**config.mk**
```make
export PLATFORM = sky130hd
export DESIGN_NAME = out_display_unit
export DESIGN_NICKNAME = d
export VERILOG_FILES = /design/src/rtl/out_display_unit.sv
export SDC_FILE = /design/constraint.sdc
export NUM_CORES = 1
export LEC_CHECK = 0
export CORE_UTILIZATION = 41
export CTS_CLUSTER_SIZE = 30
export DETAILED_ROUTE_END_ITERATION = 8
export GPL_TIMING_DRIVEN = 1
export MAX_ROUTING_LAYER = met4
export PLACE_DENSITY_LB_ADDON = 0.1
export SLEW_MARGIN = 5
export SYNTH_ARGS = -nofsm -noshare
export SYNTH_HDL_FRONTEND = slang
export SYNTH_SLANG_ARGS = --single-unit
```
**constraint.sdc**
```tcl
create_clock -name clock -period 8.8 [get_ports clock]
set_clock_uncertainty 0.05 [all_clocks]
set_input_delay 2.64 -clock clock [delete_from_list [all_inputs] [get_ports clock]]
set_output_delay 2.64 -clock clock [all_outputs]
set_load 0.01 [all_outputs]
```
**src/rtl/out_display_unit.sv**
```systemverilog
// Output-port slot file with an 8-digit multiplexed hex 7-segment display.
// Captures processor OUT strobes and scans two selected slots onto the digits.
module out_display_unit #(
    parameter int SCAN_DIV = 1000,
    parameter int BLANK    = 4
) (
    input  logic        clock,
    input  logic        reset,
    input  logic        outdisplay,
    input  logic [2:0]  outsel,
    input  logic [15:0] outval1,
    input  logic [15:0] outval2,
    input  logic [1:0]  page,
    input  logic [2:0]  rd_sel,
    output logic [15:0] rd_data,
    output logic [15:0] aux_q,
    output logic [7:0]  valid,
    output logic        updated,
    output logic [7:0]  an,
    output logic [7:0]  seg
);

    logic [15:0] slot_q [8];
    logic [7:0]  valid_q;
    logic [15:0] aux_q_r;
    logic        updated_q;
    logic [15:0] pre_q, pre_d;
    logic [2:0]  digit_q, digit_d;
    logic [7:0]  an_q, an_d;
    logic [7:0]  seg_q, seg_d;

    logic        pre_wrap;
    logic [2:0]  dsel;
    logic [15:0] dword;
    logic [3:0]  nib;
    logic        dp_on;

    function automatic logic [6:0] hex7(input logic [3:0] v);
        logic [6:0] r;
        case (v)
            4'h0: r = 7'b1000000;
            4'h1: r = 7'b1111001;
            4'h2: r = 7'b0100100;
            4'h3: r = 7'b0110000;
            4'h4: r = 7'b0011001;
            4'h5: r = 7'b0010010;
            4'h6: r = 7'b0000010;
            4'h7: r = 7'b1111000;
            4'h8: r = 7'b0000000;
            4'h9: r = 7'b0010000;
            4'hA: r = 7'b0001000;
            4'hB: r = 7'b0000011;
            4'hC: r = 7'b1000110;
            4'hD: r = 7'b0100001;
            4'hE: r = 7'b0000110;
            default: r = 7'b0001110;
        endcase
        return r;
    endfunction

    // Slot file, valid map and strobe capture
    always_ff @(posedge clock or posedge reset) begin
        if (reset) begin
            for (int i = 0; i < 8; i++) slot_q[i] <= '0;
            valid_q   <= '0;
            aux_q_r   <= '0;
            updated_q <= 1'b0;
        end else begin
            updated_q <= outdisplay;
            if (outdisplay) begin
                slot_q[outsel]  <= outval1;
                valid_q[outsel] <= 1'b1;
                aux_q_r         <= outval2;
            end
        end
    end

    assign pre_wrap = (pre_q == 16'(SCAN_DIV - 1));

    always_comb begin
        pre_d   = pre_wrap ? '0 : pre_q + 16'd1;
        digit_d = pre_wrap ? digit_q + 3'd1 : digit_q;
    end

    // Digits 0-3 come from slot 2*page, digits 4-7 from slot 2*page+1
    assign dsel  = {page, digit_q[2]};
    assign dword = slot_q[dsel];
    assign nib   = dword[{digit_q[1:0], 2'b00} +: 4];
    assign dp_on = (digit_q[1:0] == 2'd0) && valid_q[dsel];

    always_comb begin
        an_d  = (pre_q < 16'(BLANK)) ? 8'hFF : ~(8'd1 << digit_q);
        seg_d = {~dp_on, hex7(nib)};
    end

    always_ff @(posedge clock or posedge reset) begin
        if (reset) begin
            pre_q   <= '0;
            digit_q <= '0;
            an_q    <= 8'hFF;
            seg_q   <= 8'hFF;
        end else begin
            pre_q   <= pre_d;
            digit_q <= digit_d;
            an_q    <= an_d;
            seg_q   <= seg_d;
        end
    end

    assign rd_data = slot_q[rd_sel];
    assign aux_q   = aux_q_r;
    assign valid   = valid_q;
    assign updated = updated_q;
    assign an      = an_q;
    assign seg     = seg_q;

endmodule

```
After elaboration in Yosys (flattened, before gate mapping)
Memory sizes are Yosys's and may differ from the RTL's. A register that Yosys moved wholly into a read port is not among the register bits.
Index checks and enable logic that the tools add are counted.
{ "word_totals": {"reg_bits": 188, "rom_bits": 112, "memories": 1, "elab_cells": 54, "inputBits": 43, "out_inout_bits": 57} }
{ "classes": {"n_mux": 15, "n_reduce_logical": 4, "bitwise_logic": 6, "magnitude_cmp": 8, "eq_ne": 1, "shifts": 2, "n_addsub": 2} }
{ "memory_table": {"columns": ["name", "words", "word_bits", "rd", "rd_clocked_by_memory_dff", "wr", "line_no", "source"], "rows": [
  ["(no name shown)", 16, 7, 1, 1, 0, "40", "case (v)"]
]} }
{ "op_table": {"columns": ["operator", "count"], "rows": [
  ["$bwmux 128", 1],
  ["$bmux 16 s3", 2],
  ["$mux 16", 6],
  ["$demux 16 s3", 1],
  ["$add 16x1->16 const B", 1],
  ["$eq 16x10->1 const B", 1],
  ["$lt 16x3->1 const B", 1],
  ["$shiftx 16x5->4", 1],
  ["$ge 4x4->1 const B", 3],
  ["$not 3->4", 3],
  ["$lt 3x4->1 const B", 2],
  ["$mux 8", 1],
  ["$not 8->8", 1],
  ["$or 8x8->8", 1],
  ["$shl 1x3->8 const A", 1],
  ["$lt 4x1->1 const B", 1],
  ["$add 3x1->3 const B", 1],
  ["$bmux 1 s3", 1],
  ["$demux 1 s3", 1],
  ["$ge 3x1->1 const B", 1],
  ["$logic_and 1x1->1", 3],
  ["$logic_not 2->1", 1],
  ["$mux 1", 2],
  ["$not 1->1", 1]
]} }

Logic depth before layout (Yosys ltp)
{ "logic_depth": {"depth_word": 6, "mapped_depth": 11} }

Worst setup path before layout
Ideal clock, no wire load.
{ "synth_path": {"kind": "input to output", "start": "input port rd_sel[0]", "end": "output port rd_data[0]", "path_buffers": 2, "path_slack_ns": 1.864, "t_arrival_ns": 4.246, "cell_stages": 4, "cell_sequence": "clkbuf_1 buf_1 mux4_2 mux2_2"} }
{ "synth_between": {"elab_chain_cells": 4} }
{ "synth_lines": {"columns": ["element", "line_no", "source"], "rows": [
  ["start, declared", "14", "input logic [2:0] rd_sel,"],
  ["$not 3->4 (implied by the code)", "110", "assign rd_data = slot_q[rd_sel];"],
  ["$bmux 16 s3", "110", null],
  ["$mux 16 (implied by the code) (2 in series)", "110", null],
  ["end, declared", "15", "output logic [15:0] rd_data,"]
]} }
No other way between the ends. The select of a mux whose other input is x is not followed.

Worst setup path in the final report
{ "layout_path": {"start": "input port rd_sel[0]", "end": "output port rd_data[9]"} }
Same word-level chain as after synthesis.

==> flow_metrics.tcl <==
set metrics [dict create \
    synth_edf_count 0 \
    hold_buffers 0 \
    cp_data_required_time_ns 6.11 \
    via_per_inst 5.58 \
    cts_setup_buffers 0 \
    slew_headroom_pct 26.2 \
    setup_viol 0 \
    synthSimpleGateAreaFrac_pct 4.21 \
    detail_route.wl_per_cell_um 21.8 \
    nets 752 \
    cts_resized 0 \
    switching_share_pct 26.2 \
    synth_compound_area_share_pct 1.40 \
    p_seq_share_pct 45.7 \
    post-place-ws_ns 1.35 \
    finalWirelength_mm 21.6 \
    grt_pass1_wl_mm 34.9 \
    final_hold_viol_count 0 \
    antenna_found_initial 0 \
    startpoint "rd_sel[0]" \
    overflow 0 \
    rsz0062_at_grt "false" \
    fin_crit_ns 7.42 \
    htree_num_levels 4 \
    synthesis.instances 596 \
    timing.rr.start "digit_q[2]" \
    clk-insertion-delay-late_ns 0.44 \
    ys_ff_latch 188 \
    core.rowCount 54 \
    grt_max_degree 102 \
    drive_gt1_share_pct 40.6 \
    clk_pin_slew_ns 0.07 \
    synth_top_cell_by_area "dfrtp_1" \
    initial_core_util_pct 42.4 \
    fin_setup_tns_ns 0 \
    synth_commonest_cells "dfrtp_1 (172), mux2_2 (145), mux4_2 (64)" \
    drt_iter0_drc 247 \
    gp_congestion 0.784 \
    outcome "complete, no violations" \
    die_x_um 153 \
    slew_violations 0 \
    yosysWarnings 0 \
    layout_setup_ws_ns 1.38 \
    cp_slowest_cell "mux4_2" \
    routed-via-count 5519 \
    yosys.area_share.adder_pct 1.74 \
    dieArea_um2 23500 \
    hold_class "flop to flop" \
    ys.flop_type "dfrtp_1" \
    ys_top_cells_by_area "dfrtp_1 (46%), mux2_2 (17%), mux4_2 (15%), dfstp_2 (4.5%), mux4_1 (2.2%)" \
    yosysSeqAreaShare_pct 50.4 \
    die_h_um 153 \
    r2r_slack_ns 5.29 \
    min_path_cells 1 \
    async_flop_share_pct 100 \
    diodes 0 \
    ys_types 50 \
    synth_xor_area_share_pct 1.31 \
    ant_nets 0 \
    critPathMaxStageDelay_ns 0.52 \
    synthMuxAreaShare_pct 38.6 \
    worstMarginPinSlew_ns 1.11 \
    maxCapViolCount 0 \
    first_pass_iters 4 \
    syn_area_per_cell_um2 15.7 \
    synthToLayoutAreaGrowth_pct 20.3 \
    cts_buffer_depth 2 \
    crit_type "input pin to output pin" \
    netlist_area_um2 9370 \
    hpwl_mm 13.9 \
    endpoint "rd_data[9]" \
    yosys.cell_count.top_type "dfrtp_1" \
    finalCritPeriodShare_pct 84.4 \
    cts_root_buf "clkbuf_16" \
    internal_power_uw 1840 \
    power_switching_uw 651 \
    cts_made_buffers 17 \
    grt_use_total_pct 20.5 \
    worst_r2r_path_depth 9 \
    cp_max_fo 14 \
    critPathLaunchType "input pin" \
    endpoint_kind "output pin" \
    synth_top_area_share_pct 45.9 \
    p_leak_uw 0.00455 \
    synth_top_family_by_area "multiplexers" \
    io_pins 100 \
    power_density_nw_per_um2 221 \
    combPwrFrac_pct 22.9 \
    grt_pass1_vias 6028 \
    worst_ep_arrival_time_ns 4.73 \
    power_frac_clock_pct 31.5 \
    io_buffers 99 \
    fillers 1812 \
    drcViolationCount 0 \
    synth_fp_nets 652 \
    cts_tree "done" \
    design.core.area_um2 22100 \
    r2r_end "seg[4]" \
    irDropWorstVdd_uv 116 \
    path_cells "buf_2 -> buf_4 -> mux4_2 -> mux2_2 -> clkdlybuf4s50_1" \
    fmax_mhz 135 \
    cts.sinks 188 \
]
## power groups by stage
stage                     Sequential (uW)  Clock [uW]  Combinational, uW
final                                1140         783                569
after global routing                 1160         845                614
after CTS                            1130         806                578
after detailed placement             1150           0                576
after global placement               1140           0                563
after floorplan                      1120           0                378
## critical path: cells and delay by family
family	cells	cell delay, ns
multiplexers	2	0.81
buffers and inverters	3	1.28
## cell type report
class,count,area [um^2],area share [%]
clock inverter,10,141,1.25
timing repair buffer,116,1110,9.88
sequential,188,4730,41.9
clock buffer,22,444,3.94
inverter,11,46.3,0.411
tap,280,350,3.11
multi-input combinational,362,4450,39.5
## logic make-up (layout without fill, tap and decap cells)
| kind of cell | Yosys count | in the layout |
|---|---|---|
| AOI/OAI and AO/OA | 17 | 17 |
| xor gates and xnor gates | 14 | 14 |
| adders and majority gates | 13 | 13 |
| buffers and inverters | 46 | 159 |
| DFF | 188 | 188 |
| muxes | 246 | 246 |
| and+or+nand+nor | 72 | 72 |
## state kept, by name (all words and copies together) (netlist names)
register  cells
an            8
slot_q      128
seg           8
aux_q        16
updated       1
valid         8
pre_q        16
digit_q       3
## per-layer routing
layer	wire (um)	track usage, %
met1	9320	24.7
met2	11400	35.3
met3	638	3.94
met4	188	5.05
met5	0	-
## metrics by stage
stage                     power [uW]  util, %  hold slack, ns  cells  cell area [um^2]
after floorplan                 1500        -           0.383    596              9370
after detailed placement        1730     48.4           0.413    957             10700
after global routing            2620     51.0           0.433    989             11300
final                           2490     51.0           0.419    989             11300
after global placement          1700     48.4           0.399    957             10700
after CTS                       2520     51.0           0.418    989             11300
## placed cells by master (no fill, tap or decap), types with 3 or more instances in the layout
cell type	synthesis	layout
nand4b_1	3	3
mux4_2	64	64
inv_2	4	4
xor2_1	5	5
mux2i_1	10	10
nor3b_2	1	3
ha_1	13	13
bufinv_16	0	3
dfstp_2	16	16
buf_4	2	17
nor2_1	11	11
clkbuf_16	0	17
dfrtp_1	172	171
inv_1	7	6
and3_1	3	3
mux4_1	8	8
nand2b_1	6	6
mux2_1	17	17
clkbuf_1	23	5
or2_1	4	4
nand2_1	17	17
mux2_2	145	145
xnor2_1	9	9
nand3_1	8	8
clkdlybuf4s50_1	0	98
a31oi_1	3	3
## how the worst min path moves through the flow
stage | from | to | slack (ns)
after detailed placement | pre_q[0] | pre_q[0] | 0.41
after floorplan | pre_q[0] | pre_q[0] | 0.38
after global placement | pre_q[0] | pre_q[0] | 0.40
after CTS | pre_q[0] | pre_q[0] | 0.42
after global routing | pre_q[0] | pre_q[0] | 0.43
final | pre_q[15] | pre_q[15] | 0.42
Note: power is estimated with default switching activity, not from simulation.
